### config.mk
export PLATFORM = sky130hd
export DESIGN_NAME = bcd2binary
export DESIGN_NICKNAME = d
export VERILOG_FILES = /design/src/rtl/bcd2binary.sv
export SDC_FILE = /design/constraint.sdc
export NUM_CORES = 1
export LEC_CHECK = 0
export ABC_AREA = 1
export ABC_CLOCK_PERIOD_IN_PS = 2800
export CAP_MARGIN = 20
export CELL_PAD_IN_SITES_DETAIL_PLACEMENT = 1
export CELL_PAD_IN_SITES_GLOBAL_PLACEMENT = 1
export CORE_MARGIN = 3
export CORE_UTILIZATION = 35
export DETAILED_ROUTE_END_ITERATION = 16
export GPL_TIMING_DRIVEN = 0
export PLACE_DENSITY_LB_ADDON = 0.1
export SYNTH_ARGS = -nofsm -noshare
export SYNTH_HDL_FRONTEND = slang
export SYNTH_SLANG_ARGS = --single-unit
### constraint.sdc
create_clock -name sys_clk -period 2.8 [get_ports sys_clk]
set_input_delay 0.28 -clock sys_clk [delete_from_list [all_inputs] [get_ports sys_clk]]
set_output_delay 0.28 -clock sys_clk [all_outputs]
set_load 0.1 [all_outputs]
### src/rtl/bcd2binary.sv
// Sequential packed-BCD to binary converter (reverse double-dabble).
// One right shift plus per-digit -3 correction per clock; BIN_WIDTH iterations per result.
module bcd2binary #(
  parameter int unsigned BCD_DIGITS = 6,
  parameter int unsigned BIN_WIDTH  = 20
) (
  input  logic                    sys_clk,
  input  logic                    sys_rst_n,
  input  logic                    bcd_valid,
  input  logic [4*BCD_DIGITS-1:0] bcd_data,
  output logic                    bcd_ready,
  output logic [BIN_WIDTH-1:0]    bin_data,
  output logic                    bin_valid,
  output logic                    bcd_err
);

  localparam int unsigned BcdW = 4 * BCD_DIGITS;
  localparam int unsigned RegW = BcdW + BIN_WIDTH;
  localparam int unsigned CntW = (BIN_WIDTH > 1) ? $clog2(BIN_WIDTH) : 1;
  localparam logic [CntW-1:0] LastIter = CntW'(BIN_WIDTH - 1);

  typedef enum logic [1:0] {
    StIdle,
    StConv,
    StDone
  } state_e;

  state_e               state_q, state_d;
  logic [RegW-1:0]      sreg_q, sreg_d;
  logic [CntW-1:0]      cnt_q, cnt_d;
  logic                 err_q, err_d;
  logic [BIN_WIDTH-1:0] bin_data_q, bin_data_d;
  logic                 bin_valid_q, bin_valid_d;
  logic                 bcd_err_q, bcd_err_d;

  logic [RegW-1:0]      shifted;
  logic [RegW-1:0]      corrected;
  logic                 in_err;

  // Any nibble above 9 marks the whole input as invalid BCD.
  always_comb begin
    in_err = 1'b0;
    for (int i = 0; i < BCD_DIGITS; i++) begin
      in_err = in_err | (bcd_data[4*i +: 4] > 4'd9);
    end
  end

  // One iteration: shift right, then pull each BCD digit that reached 8+ back by 3.
  always_comb begin
    shifted   = sreg_q >> 1;
    corrected = shifted;
    for (int i = 0; i < BCD_DIGITS; i++) begin
      if (shifted[BIN_WIDTH + 4*i +: 4] >= 4'd8) begin
        corrected[BIN_WIDTH + 4*i +: 4] = shifted[BIN_WIDTH + 4*i +: 4] - 4'd3;
      end
    end
  end

  always_comb begin
    state_d     = state_q;
    sreg_d      = sreg_q;
    cnt_d       = cnt_q;
    err_d       = err_q;
    bin_data_d  = bin_data_q;
    bin_valid_d = 1'b0;
    bcd_err_d   = 1'b0;
    unique case (state_q)
      StIdle: begin
        if (bcd_valid) begin
          sreg_d  = {bcd_data, {BIN_WIDTH{1'b0}}};
          cnt_d   = '0;
          err_d   = in_err;
          state_d = StConv;
        end
      end
      StConv: begin
        sreg_d = corrected;
        cnt_d  = cnt_q + 1'b1;
        if (cnt_q == LastIter) begin
          state_d = StDone;
        end
      end
      StDone: begin
        bin_data_d  = err_q ? '0 : sreg_q[BIN_WIDTH-1:0];
        bcd_err_d   = err_q;
        bin_valid_d = 1'b1;
        state_d     = StIdle;
      end
      default: state_d = StIdle;
    endcase
  end

  always_ff @(posedge sys_clk or negedge sys_rst_n) begin
    if (!sys_rst_n) begin
      state_q     <= StIdle;
      sreg_q      <= '0;
      cnt_q       <= '0;
      err_q       <= 1'b0;
      bin_data_q  <= '0;
      bin_valid_q <= 1'b0;
      bcd_err_q   <= 1'b0;
    end else begin
      state_q     <= state_d;
      sreg_q      <= sreg_d;
      cnt_q       <= cnt_d;
      err_q       <= err_d;
      bin_data_q  <= bin_data_d;
      bin_valid_q <= bin_valid_d;
      bcd_err_q   <= bcd_err_d;
    end
  end

  assign bcd_ready = (state_q == StIdle);
  assign bin_data  = bin_data_q;
  assign bin_valid = bin_valid_q;
  assign bcd_err   = bcd_err_q;

endmodule

==> out/qor.yml <==
outcome: "completed"
dp_slack_ns: 0.704
stdcell_area_um2: 4370
grt_pass1_vias: 2913
p_int_mw: 2.87
clock_sinks: 74
clk_latency_ns: 0.34
place_inst: 586
cp_max_fo: 4
cp_num_buf_inv: 1
slew_headroom_pct: 35.3
synth.top_cell.area_share_pct: 54.2
synth.largest_area_cell: "dfrtp_1"
dp_hpwl_um: 6090
hold_viol_final: 0
drc_errors: 0
rsz0062_at_grt: "no"
drv_slew: 0
vias: 2882
grt_overflow: 0
routabilityCongestion: 0.770
detail_route.iter0.violations: 68
crit_chain: "nor2_2, clkdlybuf4s50_1"
synth-warning-count: 0
grt_usage_pct: 16.5
synth-seq-cells: 74
switching_share_pct: 43.6
power_frac_comb_pct: 43.5
synthArstFlopShare_pct: 100
worstReg2RegStart: "state_q[0]"
cp_data_arrival_time_ns: 2.16
cap_violations: 0
routedWlPerCell_um: 14.5
io_pins: 50
antenna_cells: 0
placed_area_um2: 4090
cts-root-buf: "clkbuf_8"
rr_worst_depth: 7
holdWs_ns: 0.391
fin_crit_ns: 2.44
fin_worst_skew_ns: 0.0126
cp_top_family: "buffers and inverters"
leakagePower_nw: 2.03
totalWireLength_um: 8710
cts_buffers: 9
endpoint_kind: "output pin"
p_switching_mw: 2.22
synthTopCellsByArea: "dfrtp_1 54%, nand2_1 11%, a21oi_1 5.4%"
antenna_found_initial: 0
fillers: 1153
layout-drive-gt1-share_pct: 7.81
seq_area_frac_synth_pct: 54.2
firstDrtPassIters: 4
power_frac_seq_pct: 34.7
cts.htree.levels: 3
synth_area_um2: 3420
grt_pass1_wl_um: 14600
crit_required_ns: 2.52
core_area_um2: 9370
die_w_um: 105
cp-start-kind: "register"
fin_total_pwr_mw: 5.09
max_stage_delay_ns: 1.17
r2r-end: "sreg_q[36]"
crit_path_top_delay_cell: "clkdlybuf4s50_1"
synth_nets: 445
syn_area_per_cell_um2: 8.40
vdd_drop_max_mv: 0.333
synthDistinctLibCells: 19
postRouteAntennaNets: 0
cts_setup_buffers: 0
clkPwrFrac_pct: 21.8
fin_crit_sh_pct: 87.2
cts_tree: "built"
grt_max_degree: 50
final_cell_count_no_fill: 603
io_buffer_count: 49
viasPerCell: 4.78
setup_violations: 0
p_per_area_nw_per_um2: 1160
fp.dieArea_um2: 11000
fp-row-count: 35
die_y_um: 105
initial_core_util_pct: 36.5
tightest_slew_ns: 0.968
synth_edf_count: 0
worstHoldPathType: "in -> async"
cts_resized: 0
synthCells: 407
synthToLayoutAreaGrowth_pct: 27.9
r2r_slack_ns: 1.29
synth_flop_cell: "dfrtp_1"
clk_path_buf_depth: 2
path_clk_slew_ns: 0.08
final_nets: 507
setup_ws_ns: 0.358
critical_path_class: "reg -> out"
max_freq_mhz: 409
## cell usage after synthesis (2+ instances only)
cell / instances
a21oi_1: 37
buf_2: 12
buf_4: 2
clkbuf_1: 4
dfrtp_1: 74
ha_1: 11
inv_1: 47
inv_2: 2
nand2_1: 100
nand2_2: 2
nand3_1: 11
nor2_1: 40
nor3_1: 2
o211ai_1: 3
o21ai_0: 30
o22ai_1: 27
## sequential cells by signal, summed over array words and instances (netlist names)
register / flops
cnt_q: 5
bin_valid: 1
bin_data: 20
err_q: 1
bcd_err: 1
state_q: 2
sreg_q: 44
## power by group through the flow
stage	Sequential (mW)	Clock (mW)	Combinational (mW)
CTS	1.77	1.14	2.25
global placement	1.77	0	2.16
detailed placement	1.79	0	2.24
global route	1.83	1.18	2.50
floorplan	2.03	0	1.32
finish	1.77	1.11	2.21
## per-stage QoR
| step | utilization, % | TNS, ns |
|---|---|---|
| after floorplan | - | 0 |
| after CTS | 46.6 | 0 |
| after global placement | 43.4 | -96.74 |
| final | 46.6 | 0 |
| after global routing | 46.6 | 0 |
| after detailed placement | 43.7 | 0 |
## layer usage
layer | part of all wire [%] | up-vias | track usage, %
li1 | - | 1442 | -
met1 | 47 | 1375 | 21.4
met2 | 48 | 55 | 28.0
met3 | 3.2 | 10 | 2.47
met4 | 1.5 | 0 | 5.90
met5 | 0 | - | 0
## layout by cell type, fill, tap and decap left out, types with 2 or more instances in the layout
cell type	count
clkbuf_8	9
inv_1	47
nand3_1	11
nand2_2	2
clkdlybuf4s50_1	48
o22ai_1	27
buf_4	3
nor3_1	2
o21ai_0	30
dfrtp_1	74
clkbuf_1	5
nand2_1	100
o211ai_1	3
a21oi_1	37
bufinv_16	4
inv_2	2
nor2_1	40
ha_1	11
buf_2	12
## cell families after synthesis
logic type,after synthesis,share of synthesized area (%)
AOI/OAI and AO/OA,97,15.4
adders and majority gates,11,4.03
buffers and inverters,67,8.02
DFF,74,54.2
and+or+nand+nor,158,18.3
## area by class of cell
class	count	area, µm²	share of cell area, %
flip-flops and latches	74	1850	42.4
multi-input cells	266	1290	29.6
repair buffers	51	526	12.0
inverters	49	184	4.21
well taps	129	161	3.69
clock inverters	6	138	3.15
clock buffers	10	128	2.92
plain buffers	18	90.1	2.06
## repair_timing
action	in CTS	in global routing
setup endpoints to repair	0	0
endpoints found under the hold margin	25	0
hold buffers	1	0
## how the worst max path moves through the flow
| stage | start | slack (ns) | cells past startpoint | to |
|---|---|---|---|---|
| global placement | sys_rst_n | -1.31 | 1 | sreg_q[30] |
| finish | state_q[0] | 0.36 | 2 | bcd_ready |
| global route | state_q[0] | 0.27 | 2 | bcd_ready |
| floorplan | state_q[0] | 0.73 | 7 | sreg_q[28] |
| CTS | state_q[0] | 0.30 | 2 | bcd_ready |
| detailed placement | state_q[0] | 0.70 | 2 | bcd_ready |
No activity file was read; power rests on OpenSTA's default activity.
